## src/rtl/shift_reg_universal.sv

```systemverilog
`default_nettype none
// ============================================================================
// Module   : shift_reg_universal
// Brief    : Universal shift register (hold/shift/rotate/load/clear) with a
//            shift counter that pulses frame_done after each WIDTH-bit frame.
// Revision : 1.0 - initial release
// ============================================================================
module shift_reg_universal #(
    parameter int               WIDTH     = 4,
    parameter logic [WIDTH-1:0] RESET_VAL = '0
) (
    input  logic                         clk,
    input  logic                         reset,
    input  logic                         en,
    input  logic [2:0]                   mode,
    input  logic                         sin,
    input  logic [WIDTH-1:0]             pin,
    output logic [WIDTH-1:0]             q,
    output logic                         sout_r,
    output logic                         sout_l,
    output logic [$clog2(WIDTH+1)-1:0]   cnt,
    output logic                         frame_done
);

    localparam int CW = $clog2(WIDTH + 1);

    localparam logic [2:0] c_HOLD  = 3'b000;
    localparam logic [2:0] c_SHR   = 3'b001;
    localparam logic [2:0] c_SHL   = 3'b010;
    localparam logic [2:0] c_LOAD  = 3'b011;
    localparam logic [2:0] c_ROTR  = 3'b100;
    localparam logic [2:0] c_ROTL  = 3'b101;
    localparam logic [2:0] c_CLR   = 3'b110;

    localparam logic [CW-1:0] c_CNT_LAST = CW'(WIDTH - 1);

    logic [WIDTH-1:0] w_q_next;
    logic             w_is_shift;
    logic             w_is_reload;

    always_comb begin
        w_q_next    = q;
        w_is_shift  = 1'b0;
        w_is_reload = 1'b0;
        case (mode)
            c_SHR: begin
                w_q_next   = {sin, q[WIDTH-1:1]};
                w_is_shift = 1'b1;
            end
            c_SHL: begin
                w_q_next   = {q[WIDTH-2:0], sin};
                w_is_shift = 1'b1;
            end
            c_LOAD: begin
                w_q_next    = pin;
                w_is_reload = 1'b1;
            end
            c_ROTR: begin
                w_q_next   = {q[0], q[WIDTH-1:1]};
                w_is_shift = 1'b1;
            end
            c_ROTL: begin
                w_q_next   = {q[WIDTH-2:0], q[WIDTH-1]};
                w_is_shift = 1'b1;
            end
            c_CLR: begin
                w_q_next    = '0;
                w_is_reload = 1'b1;
            end
            c_HOLD:  w_q_next = q;
            default: w_q_next = q;  // 3'b111 is reserved and behaves as HOLD
        endcase
    end

    always_ff @(posedge clk or posedge reset) begin
        if (reset) begin
            q          <= RESET_VAL;
            cnt        <= '0;
            frame_done <= 1'b0;
        end else if (en) begin
            q          <= w_q_next;
            frame_done <= 1'b0;
            if (w_is_reload) begin
                cnt <= '0;
            end else if (w_is_shift) begin
                if (cnt == c_CNT_LAST) begin
                    cnt        <= '0;
                    frame_done <= 1'b1;
                end else begin
                    cnt <= cnt + 1'b1;
                end
            end
        end else begin
            frame_done <= 1'b0;
        end
    end

    assign sout_r = q[0];
    assign sout_l = q[WIDTH-1];

endmodule
`default_nettype wire

```

## config.mk

```make
export PLATFORM = sky130hd
export DESIGN_NAME = shift_reg_universal
export DESIGN_NICKNAME = d
export VERILOG_FILES = /design/src/rtl/shift_reg_universal.sv
export SDC_FILE = /design/constraint.sdc
export NUM_CORES = 1
export LEC_CHECK = 0
export CELL_PAD_IN_SITES_DETAIL_PLACEMENT = 2
export CELL_PAD_IN_SITES_GLOBAL_PLACEMENT = 2
export CORE_ASPECT_RATIO = 0.8
export CORE_UTILIZATION = 26
export CTS_CLUSTER_SIZE = 8
export DETAILED_ROUTE_END_ITERATION = 8
export GPL_TIMING_DRIVEN = 0
export PLACE_DENSITY_LB_ADDON = 0.1
export RECOVER_POWER = 100
export SYNTH_ARGS = -nofsm -noshare
export SYNTH_HDL_FRONTEND = slang
export SYNTH_SLANG_ARGS = --single-unit
```

## constraint.sdc

```tcl
create_clock -name clk -period 1.4 [get_ports clk]
set_input_delay 0.28 -clock clk [delete_from_list [all_inputs] [get_ports clk]]
set_output_delay 0.28 -clock clk [all_outputs]
set_load 0.02 [all_outputs]
```

## Word level (Yosys, flattened, before mapping)

Cells that the tools add are included.
W data, S select, Z words.

- $add $sub $neg: 1
- Equal/unequal tests: 7
- Muxes and demuxes: 10
- Reduce and logical (&&, ||, !) cells: 6

Operators with widths:

| cell | count |
|---|---|
| $pmux W4 S6 | 1 |
| $eq A3 B2 Y1 const B | 3 |
| $eq A3 B3 Y1 const B | 3 |
| $mux W3 | 3 |
| $mux W1 | 6 |
| $reduce_bool A6 Y1 | 1 |
| $reduce_and A2 Y1 | 2 |
| $reduce_or A4 Y1 | 1 |
| $add A3 B1 Y3 const B | 1 |
| $eq A3 B1 Y1 const B | 1 |
| $reduce_bool A2 Y1 | 1 |
| $reduce_or A2 Y1 | 1 |

- Register bits after elaboration: 8
- Input port bits: 11
- Output and inout port bits: 10

## Depth between registers and ports, before layout

Gate-level depths: netlist (run 1).

- Word-level depth: 6
- Depth in mapped cells: 6
- Depth with buffers taken out: 5

## Worst setup path after synthesis (run 1)

No wires, ideal clock.

- Path kind: register to register
- From: reg cnt[0]
- To: reg cnt[1]
- Setup time: 0.126 ns
- Arrival time: 1.080 ns
- Data required time: 1.274 ns
- Setup slack: 0.194 ns
- Cell stages (with the launch flop): 6
- Clock period less this slack: 1.206 ns
- Cells stage by stage: dfrtp_1 > ha_1 > nand2_1 > nor2_1 > a31oi_1 > o21ai_1

- Word-level cells in the longest chain between the ends: 4

Ends and longest elaborated chain:

| element | line | RTL |
|---|---|---|
| start: declaration | 21 | `output logic [$clog2(WIDTH+1)-1:0] cnt,` |
| start signal: assignment | 90 | `cnt <= cnt + 1'b1;` |
| $add A3 B1 Y3 / $eq A3 B2 Y1 (equally long branches) | 90, 86 |  |
| $mux W3 (*) | 86 | `if (cnt == c_CNT_LAST) begin` |
| $mux W3 (*) | 85 | `end else if (w_is_shift) begin` |
| $mux W3 (*) | 83 | `if (w_is_reload) begin` |

Every way passes the cells marked *; elsewhere a longest branch is shown, timed or not. The select of a mux whose other input is x is not followed.
A chain may end at the register's enable or synchronous reset.

## Final worst setup path (run 1)

- From: in mode[2]
- To: reg q[3]

- Word-level cells in the longest chain between the ends: 3

Ends and longest elaborated chain:

| element | line | RTL |
|---|---|---|
| start: declaration | 15 | `input logic [2:0] mode,` |
| $eq A3 B3 Y1 (tied with other cells) | 45 | `case (mode)` |
| $reduce_bool A6 Y1 (no source line) | -- |  |
| $reduce_and A2 Y1 (no source line) | -- |  |
| end signal: assignment | 81 | `q <= w_q_next;` |
| end: declaration | 18 | `output logic [WIDTH-1:0] q,` |

Several ways; a longest one is shown, not always the timed one.

==> results of run 1 <==
through the flow:
step	utilization, %	instances	total power [uW]	setup WS [ns]
after global routing	37.7	137	1060	0.0162
after floorplan	-	78	622	0.194
after CTS	37.9	137	989	0.0688
after global placement	37.3	133	830	-0.524
final	37.7	137	974	0.0821
after detailed placement	37.3	133	851	-0.547
cells by family (layout without fill, tap and decap cells):
family	count (synthesis)	in the layout	share of synthesized area [%]
AND/OR/NAND/NOR	26	26	20.1
AO/OA/AOI/OAI	25	25	26.0
XOR/XNOR	2	2	2.56
buffers and inverters	13	36	14.8
adder cells (fa/ha/maj)	1	1	1.83
flip-flops	8	8	29.3
multiplexers	3	3	5.48
placed cells by master, fill, tap and decap left out, types with 2 or more instances in the layout:
| cell | synthesis | routed |
|---|---|---|
| sky130_fd_sc_hd__clkdlybuf4s50_1 | 0 | 5 |
| sky130_fd_sc_hd__o21ai_0 | 3 | 2 |
| sky130_fd_sc_hd__nand3_1 | 2 | 2 |
| sky130_fd_sc_hd__dlygate4sd2_1 | 0 | 11 |
| sky130_fd_sc_hd__and3_1 | 1 | 2 |
| sky130_fd_sc_hd__dfrtp_1 | 8 | 7 |
| sky130_fd_sc_hd__a21oi_1 | 6 | 6 |
| sky130_fd_sc_hd__buf_4 | 2 | 4 |
| sky130_fd_sc_hd__a31oi_1 | 6 | 6 |
| sky130_fd_sc_hd__nand2_1 | 5 | 5 |
| sky130_fd_sc_hd__xor2_1 | 2 | 2 |
| sky130_fd_sc_hd__a32oi_1 | 2 | 2 |
| sky130_fd_sc_hd__inv_1 | 5 | 5 |
| sky130_fd_sc_hd__buf_6 | 6 | 6 |
| sky130_fd_sc_hd__o21ai_1 | 2 | 2 |
| sky130_fd_sc_hd__mux2_2 | 2 | 2 |
| sky130_fd_sc_hd__nor2_1 | 8 | 8 |
| sky130_fd_sc_hd__clkbuf_4 | 0 | 3 |
| sky130_fd_sc_hd__nor3_1 | 2 | 2 |
| sky130_fd_sc_hd__nand3b_1 | 2 | 2 |
layer usage:
metal	vias up	track usage, %
li1	326	-
met1	318	23.5
met2	16	24.7
met3	2	1.62
met4	0	5.71
met5	-	0
repair_timing:
item,CTS,global route
setup endpoints to repair,17,0
setup buffers,1,0
gates resized for setup,20,0
power groups by stage:
stage / registers [uW] / clock network [uW] / logic, uW
2_1_floorplan: 390 / 0 / 232
3_3_place_gp: 354 / 0 / 476
3_5_place_dp: 354 / 0 / 497
4_1_cts: 347 / 171 / 471
5_1_grt: 354 / 188 / 514
6_report: 348 / 160 / 466
worst max-delay path, cell delays in order:
cell                            delay (ns)
sky130_fd_sc_hd__dlygate4sd2_1        0.27
sky130_fd_sc_hd__buf_6                0.15
sky130_fd_sc_hd__and3_1               0.21
sky130_fd_sc_hd__nor2_1               0.21
sky130_fd_sc_hd__inv_1                0.11
sky130_fd_sc_hd__a22o_1               0.20
area by class of cell:
class                           instances  area (um2)  share of cell area, %
Inverter                                5        18.8                   2.02
Buffer                                  8        82.6                   8.89
Multi-Input combinational cell         57         382                   41.1
Timing Repair Buffer                   20         176                   19.0
Clock buffer                            3        22.5                   2.43
Tap cell                               36        45.0                   4.85
Sequential cell                         8         201                   21.7
sequential cells by signal, indices dropped and copies added, names as in the netlist:
signal and flops:
q 4, cnt 3, frame_done 1
how the worst max path moves through the flow:
stage / startpoint / end / slack (ns) / cells past startpoint
6_report: mode[2] / q[3]$_DFFE_PP0P_ / 0.08 / 6
5_1_grt: mode[2] / q[3]$_DFFE_PP0P_ / 0.02 / 6
4_1_cts: q[1]$_DFFE_PP0P_ / q[1] / 0.07 / 1
3_5_place_dp: mode[1] / q[0]$_DFFE_PP0P_ / -0.55 / 5
3_3_place_gp: mode[1] / q[0]$_DFFE_PP0P_ / -0.52 / 5
2_1_floorplan: cnt[0]$_DFFE_PP0P_ / cnt[1]$_DFFE_PP0P_ / 0.19 / 5
synth_stat cells, drive strengths merged:
| library cell | n |
|---|---|
| and3 | 2 |
| o221ai | 1 |
| a32oi | 2 |
| o31a | 1 |
| a22o | 1 |
| buf | 8 |
| nand3b | 2 |
| nor2 | 9 |
| and2b | 1 |
| xor2 | 2 |
| nor3b | 1 |
| a31oi | 6 |
| nand2 | 5 |
| mux2 | 3 |
| nand3 | 2 |
| inv | 5 |
| dfrtp | 8 |
| ha | 1 |
| a211oi | 1 |
| o31ai | 1 |
| or2b | 1 |
| nor3 | 2 |
| o21ai | 5 |
| a21oi | 6 |
| a22oi | 1 |
| nand2b | 1 |
==> load_flow_metrics.sql, run 1 <==
INSERT INTO impl_metrics (metric_group, metric, value, unit) VALUES
('clocking', 'htreeDepth', '1', ''),
('clocking', 'cts_root_buffer', 'sky130_fd_sc_hd__clkbuf_4', ''),
('clocking', 'cts_tree', 'yes', ''),
('die', 'die_height', '47.9', 'um'),
('global_routing', 'grt_antenna_before_repair', '0', ''),
('sta', 'worst_pin_slew', '0.290', 'ns'),
('die', 'design.core.area', '0.00246', 'mm2'),
('sta', 'period_share', '94.1', '%'),
('yosys', 'synth_top_cell_by_area', 'sky130_fd_sc_hd__dfrtp_1', ''),
('yosys', 'post-synth-top-area-fraction', '29.3', '%'),
('power_and_ir_drop', 'p_int', '585', 'uW'),
('yosys', 'synthesis.instances', '78', ''),
('sta', 'hold_slack', '0.293', 'ns'),
('route', 'drt-initial-drc-count', '11', ''),
('clocking', 'max-clock-path-buffers', '2', ''),
('yosys', 'cell_area_after_technology_mapping', '684', 'um2'),
('sta', 'finalSetupViolations', '0', ''),
('worst_hold_path', 'min_path_type', 'input port to flop', ''),
('power_and_ir_drop', 'pwr-share-seq', '35.7', '%'),
('sta', 'clock.fmax', '759', 'MHz'),
('place', 'dpl.hpwl', '1570', 'um'),
('route', 'route.detailed.wl_per_inst', '14.8', 'um'),
('cells_and_area', 'proportion_of_layout_cells_with_a_drive_suffix_above_1', '22.8', '%'),
('sta', 'timing.final.max_slew_violations', '0', ''),
('yosys', 'mappedNetlistNets', '90', ''),
('route', 'wl_met1', '1050', 'um'),
('sta', 'timing.setup.tns', '0', 'ns'),
('die', 'floorplan.rows', '16', ''),
('setup_path', 'crit_required', '1.52', 'ns'),
('global_routing', 'grt_pass1_wl', '3240', 'um'),
('worst_hold_path', 'min_from', 'en', ''),
('power_and_ir_drop', 'power_share_of_the_clock_group', '16.4', '%'),
('route', 'wl_met3', '72', 'um'),
('power_and_ir_drop', 'p_leak', '0.000422', 'uW'),
('route', 'met2WireLength', '894', 'um'),
('global_routing', 'grt_usage', '16.1', '%'),
('cells_and_area', 'n_fill_cell', '297', ''),
('run_status', 'status', 'finished, final reports clean', ''),
('route', 'drt_drc_violations_left', '0', ''),
('setup_path', 'crit_type', 'input port to flop', ''),
('cells_and_area', 'antenna_diode_count', '0', ''),
('route', 'final_antenna_net_count', '0', ''),
('place', 'numPortBuffers', '19', ''),
('clocking', 'clock_latency', '0.24', 'ns'),
('power_and_ir_drop', 'netsw', '390', 'uW'),
('power_and_ir_drop', 'max-vdd-ir-drop', '0.000260', 'V'),
('setup_path', 'setup.worst_path.start_class', 'input port', ''),
('route', 'drt_pre_antenna_iters', '3', ''),
('clocking', 'cts.clk_slew.worst_paths', '0.05', 'ns'),
('setup_path', 'reg2reg_setup_slack', '0.14', 'ns'),
('setup_path', 'worst_r2r_endpoint', 'cnt[1]$_DFFE_PP0P_', ''),
('sta', 'finalHoldViolCount', '0', ''),
('global_routing', 'vias_in_the_first_global_route', '654', ''),
('worst_hold_path', 'min_delay_worst_endpoint', 'q[2]$_DFFE_PP0P_', ''),
('power_and_ir_drop', 'power-per-cell-area', '1050', 'mW/mm2'),
('cells_and_area', 'area_delta_synth_final', '35.6', '%'),
('clocking', 'cts.sink_count', '8', ''),
('yosys', 'number_of_warnings_reported_in_the_yosys_synthesis_log', '0', ''),
('cells_and_area', 'final_area', '928', 'um2'),
('place', 'detailed_place.area', '920', 'um2'),
('die', 'number_of_top_level_pins', '21', ''),
('yosys', 'synthDistinctLibCells', '31', ''),
('sta', 'finalCriticalPeriod', '1.32', 'ns'),
('setup_path', 'critical_path.max_fanout', '10', ''),
('die', 'chipWidth', '59.4', 'um'),
('cells_and_area', 'final_nets', '115', ''),
('setup_path', 'worstReg2RegStart', 'cnt[0]$_DFFE_PP0P_', ''),
('yosys', 'ys_seq_elements', '8', ''),
('flow_run', 'maxCapViolCount', '0', ''),
('power_and_ir_drop', 'p_comb_share', '47.8', '%'),
('yosys', 'synth.area.top_cells', 'sky130_fd_sc_hd__dfrtp_1 29%, sky130_fd_sc_hd__buf_6 9.9%, sky130_fd_sc_hd__a31oi_1 5.5%', '');
(Power assumes the default switching activity.)
==> inputs of run 2 (changes only) <==
==> config.mk (replaced) <==
export PLATFORM = sky130hd
export DESIGN_NAME = shift_reg_universal
export DESIGN_NICKNAME = d
export VERILOG_FILES = /design/src/rtl/shift_reg_universal.sv
export SDC_FILE = /design/constraint.sdc
export NUM_CORES = 1
export LEC_CHECK = 0
export CORE_UTILIZATION = 45
export CTS_CLUSTER_SIZE = 8
export DETAILED_ROUTE_END_ITERATION = 8
export GPL_TIMING_DRIVEN = 0
export PLACE_DENSITY = 0.77
export RECOVER_POWER = 100
export SYNTH_ARGS = -nofsm -noshare
export SYNTH_HDL_FRONTEND = slang
export SYNTH_SLANG_ARGS = --single-unit
==> run 2 against run 1 <==
Global-route usage grew 4.4 points. Critical endpoint is now q[1]. Final cell count shrank 15%. Critical path type is now flop to output pin. Clock skew is essentially flat. Critical path depth shrank 5.
==> load_flow_metrics.sql, run 2 (synthesized netlist as in run 1, its figures left out) <==
INSERT INTO impl_metrics (metric_group, metric, value, unit) VALUES
('clocking', 'cts_tree', 'yes', ''),
('sta', 'finalCriticalPeriod', '1.31', 'ns'),
('power_and_ir_drop', 'p_sw_share', '38.4', '%'),
('global_routing', 'vias_in_the_first_global_route', '506', ''),
('clocking', 'cts_root_buffer', 'sky130_fd_sc_hd__clkbuf_4', ''),
('clocking', 'cts.clk_slew.worst_paths', '0.05', 'ns'),
('cells_and_area', 'max_flop_register', 'q', ''),
('route', 'drt_drc_violations_left', '0', ''),
('cells_and_area', 'final_nets', '115', ''),
('setup_path', 'end_kind', 'output pin', ''),
('power_and_ir_drop', 'p_leak', '0.000421', 'uW'),
('power_and_ir_drop', 'p_comb_share', '46.4', '%'),
('power_and_ir_drop', 'pwr-share-seq', '36.0', '%'),
('cells_and_area', 'area_delta_synth_final', '31.3', '%'),
('cells_and_area', 'largest_register_ffs', '4', ''),
('sta', 'setup_slack', '0.0854', 'ns'),
('setup_path', 'crit_required', '1.12', 'ns'),
('die', 'floorplan.initialDensity', '50.7', '%'),
('place', 'place_congestion', '0.887', ''),
('worst_hold_path', 'min_from', 'en', ''),
('die', 'floorplan.die_area', '0.00168', 'mm2'),
('sta', 'timing.final.max_slew_violations', '0', ''),
('sta', 'grt_setup_unrepaired', 'no', ''),
('cells_and_area', 'proportion_of_layout_cells_with_a_drive_suffix_above_1', '20.8', '%'),
('die', 'number_of_top_level_pins', '21', ''),
('place', 'numPortBuffers', '19', ''),
('clocking', 'max-clock-path-buffers', '2', ''),
('flow_run', 'maxCapViolCount', '0', ''),
('cells_and_area', 'mostFrequentLayoutCell', 'sky130_fd_sc_hd__dlygate4sd2_1', ''),
('setup_path', 'setup.worst_path.start_class', 'flop', ''),
('cells_and_area', 'antenna_diode_count', '0', ''),
('setup_path', 'setup.worst_path.start', 'q[1]$_DFFE_PP0P_', ''),
('clocking', 'clock_buffer_count_from_cts', '3', ''),
('route', 'drt-initial-drc-count', '24', ''),
('power_and_ir_drop', 'power-per-cell-area', '1050', 'mW/mm2'),
('sta', 'finalHoldViolCount', '0', ''),
('setup_path', 'worstReg2RegStart', 'cnt[0]$_DFFE_PP0P_', ''),
('global_routing', 'grt_pass1_wl', '2260', 'um'),
('route', 'dr_total_vias', '644', ''),
('die', 'chipWidth', '41', 'um'),
('worst_hold_path', 'min_path_type', 'input port to flop', ''),
('cells_and_area', 'layout.cells.most_common_list', '10 x sky130_fd_sc_hd__dlygate4sd2_1, 8 x sky130_fd_sc_hd__nor2_1, 8 x sky130_fd_sc_hd__dfrtp_1', ''),
('sta', 'clock-skew-final', '0.000147', 'ns'),
('global_routing', 'grt_start_max_net_pins', '11', ''),
('route', 'post_drt_via_cell_ratio', '5.55', ''),
('global_routing', 'grt_antenna_before_repair', '0', ''),
('cells_and_area', 'seq_area', '200', 'um2'),
('place', 'dpl.hpwl', '1120', 'um'),
('die', 'die_height', '41', 'um'),
('place', 'dpl_worst_slack', '-0.473', 'ns'),
('clocking', 'cts_hold_repair.buffers', '0', ''),
('global_routing', 'grt-ovfl-total', '0', ''),
('route', 'postRouteWirelength', '1480', 'um'),
('cells_and_area', 'n_fill_cell', '121', ''),
('route', 'drt_pre_antenna_iters', '4', ''),
('clocking', 'cts.sink_count', '8', ''),
('setup_path', 'crit_path_cells', 'dlygate4sd2_1', ''),
('die', 'floorplan.rows', '13', ''),
('route', 'final_antenna_net_count', '0', ''),
('route', 'route.detailed.wl_per_inst', '12.8', 'um'),
('sta', 'timing.setup.tns', '0', 'ns'),
('setup_path', 'cp.arrival', '1.03', 'ns'),
('setup_path', 'critical_path.max_fanout', '5', ''),
('setup_path', 'crit_type', 'flop to output pin', ''),
('power_and_ir_drop', 'p_int', '579', 'uW'),
('cells_and_area', 'multi_input_area', '378', 'um2'),
('setup_path', 'slowest_stage', 'sky130_fd_sc_hd__dfrtp_1', ''),
('die', 'design.core.area', '0.00135', 'mm2'),
('sta', 'clock.fmax', '761', 'MHz'),
('cells_and_area', 'top_regs', 'q x4, cnt x3, frame_done x1', ''),
('global_routing', 'grt_usage', '20.5', '%'),
('setup_path', 'cp_slowest_stage_delay', '0.42', 'ns'),
('power_and_ir_drop', 'netsw', '361', 'uW'),
('place', 'placed_cells', '112', ''),
('sta', 'relSlewSlack', '81.6', '%'),
('power_and_ir_drop', 'power_share_of_the_clock_group', '17.6', '%'),
('run_status', 'status', 'finished, final reports clean', ''),
('sta', 'period_share', '93.9', '%'),
('power_and_ir_drop', 'max-vdd-ir-drop', '0.000489', 'V'),
('cells_and_area', 'number_of_standard_cells_in_the_final_layout_excluding_fillers', '116', ''),
('setup_path', 'count_of_buffering_cells_on_the_critical_path_with_inverters_included', '1', ''),
('clocking', 'htreeDepth', '1', ''),
('sta', 'worst_pin_slew', '0.276', 'ns'),
('clocking', 'clock_latency', '0.24', 'ns'),
('sta', 'finalSetupViolations', '0', ''),
('setup_path', 'cp_top_family', 'flip-flops', '');
==> run 2: cell count changes in the layout (fill, tap and decap cells not counted), sizes merged <==
cell / before / now
buf: 10 / 9
clkbuf: 4 / 5
dlygate4sd2: 11 / 10
clkdlybuf4s15: 0 / 1
==> run 2: worst reg2reg max path, stage by stage, from the launching register on <==
cell and delay (ns):
sky130_fd_sc_hd__dfrtp_1 0.43, sky130_fd_sc_hd__ha_1 0.33, sky130_fd_sc_hd__nand2_1 0.06, sky130_fd_sc_hd__nor2_1 0.04, sky130_fd_sc_hd__a31oi_1 0.12, sky130_fd_sc_hd__o21ai_0 0.10
==> run 2: final cells by class <==
cell class                 instances  share of cell area [%]
buffer                             8                    9.19
clock buffer                       3                    2.51
timing repair buffer              20                    19.8
inverter                           5                    2.09
tap                               15                    2.09
sequential                         8                    22.3
multi-input combinational         57                    42.1
==> run 2: final timing paths <==
| path | to | slack (ns) | cells after the start |
|---|---|---|---|
| worst max register to register | cnt[1]$_DFFE_PP0P_ | 0.19 | 5 |
| min in group asynchronous | cnt[2]$_DFFE_PP0P_ | 0.40 | 2 |
| max in group asynchronous | q[1]$_DFFE_PP0P_ | 0.78 | 2 |
| worst min register to register | cnt[2]$_DFFE_PP0P_ | 0.54 | 1 |
| worst max-delay path | q[1] | 0.09 | 1 |
| worst min-delay path | q[2]$_DFFE_PP0P_ | 0.27 | 2 |
==> run 2: metal layers <==
metal,vias up,track usage [%],wire length [um]
met2,20,30.5,689
met5,-,0,0
li1,329,-,-
met4,0,12.5,12
met3,2,1.63,66
met1,293,28.2,715
==> run 2: timing repair <==
action,CTS,global route
endpoints found under the setup margin,17,1
cloned,0,0
gates resized for setup,17,1
setup buffers,1,0
hold endpoints to repair,0,0
==> run 2: metrics by stage <==
stage	hold WS, ns	cell area, um2	utilization, %	total power [uW]
floorplan	0.0957	684	-	622
global placement	0.515	893	66.2	808
detailed placement	0.514	893	66.2	818
CTS	0.258	902	66.8	946
global route	0.258	898	66.5	1020
finish	0.266	898	66.5	940
==> run 2: power groups by stage <==
stage | registers [uW] | logic [uW] | clock network [uW]
2_1_floorplan | 390 | 232 | 0
3_3_place_gp | 344 | 464 | 0
3_5_place_dp | 345 | 473 | 0
4_1_cts | 337 | 441 | 168
5_1_grt | 348 | 481 | 192
6_report | 338 | 436 | 166
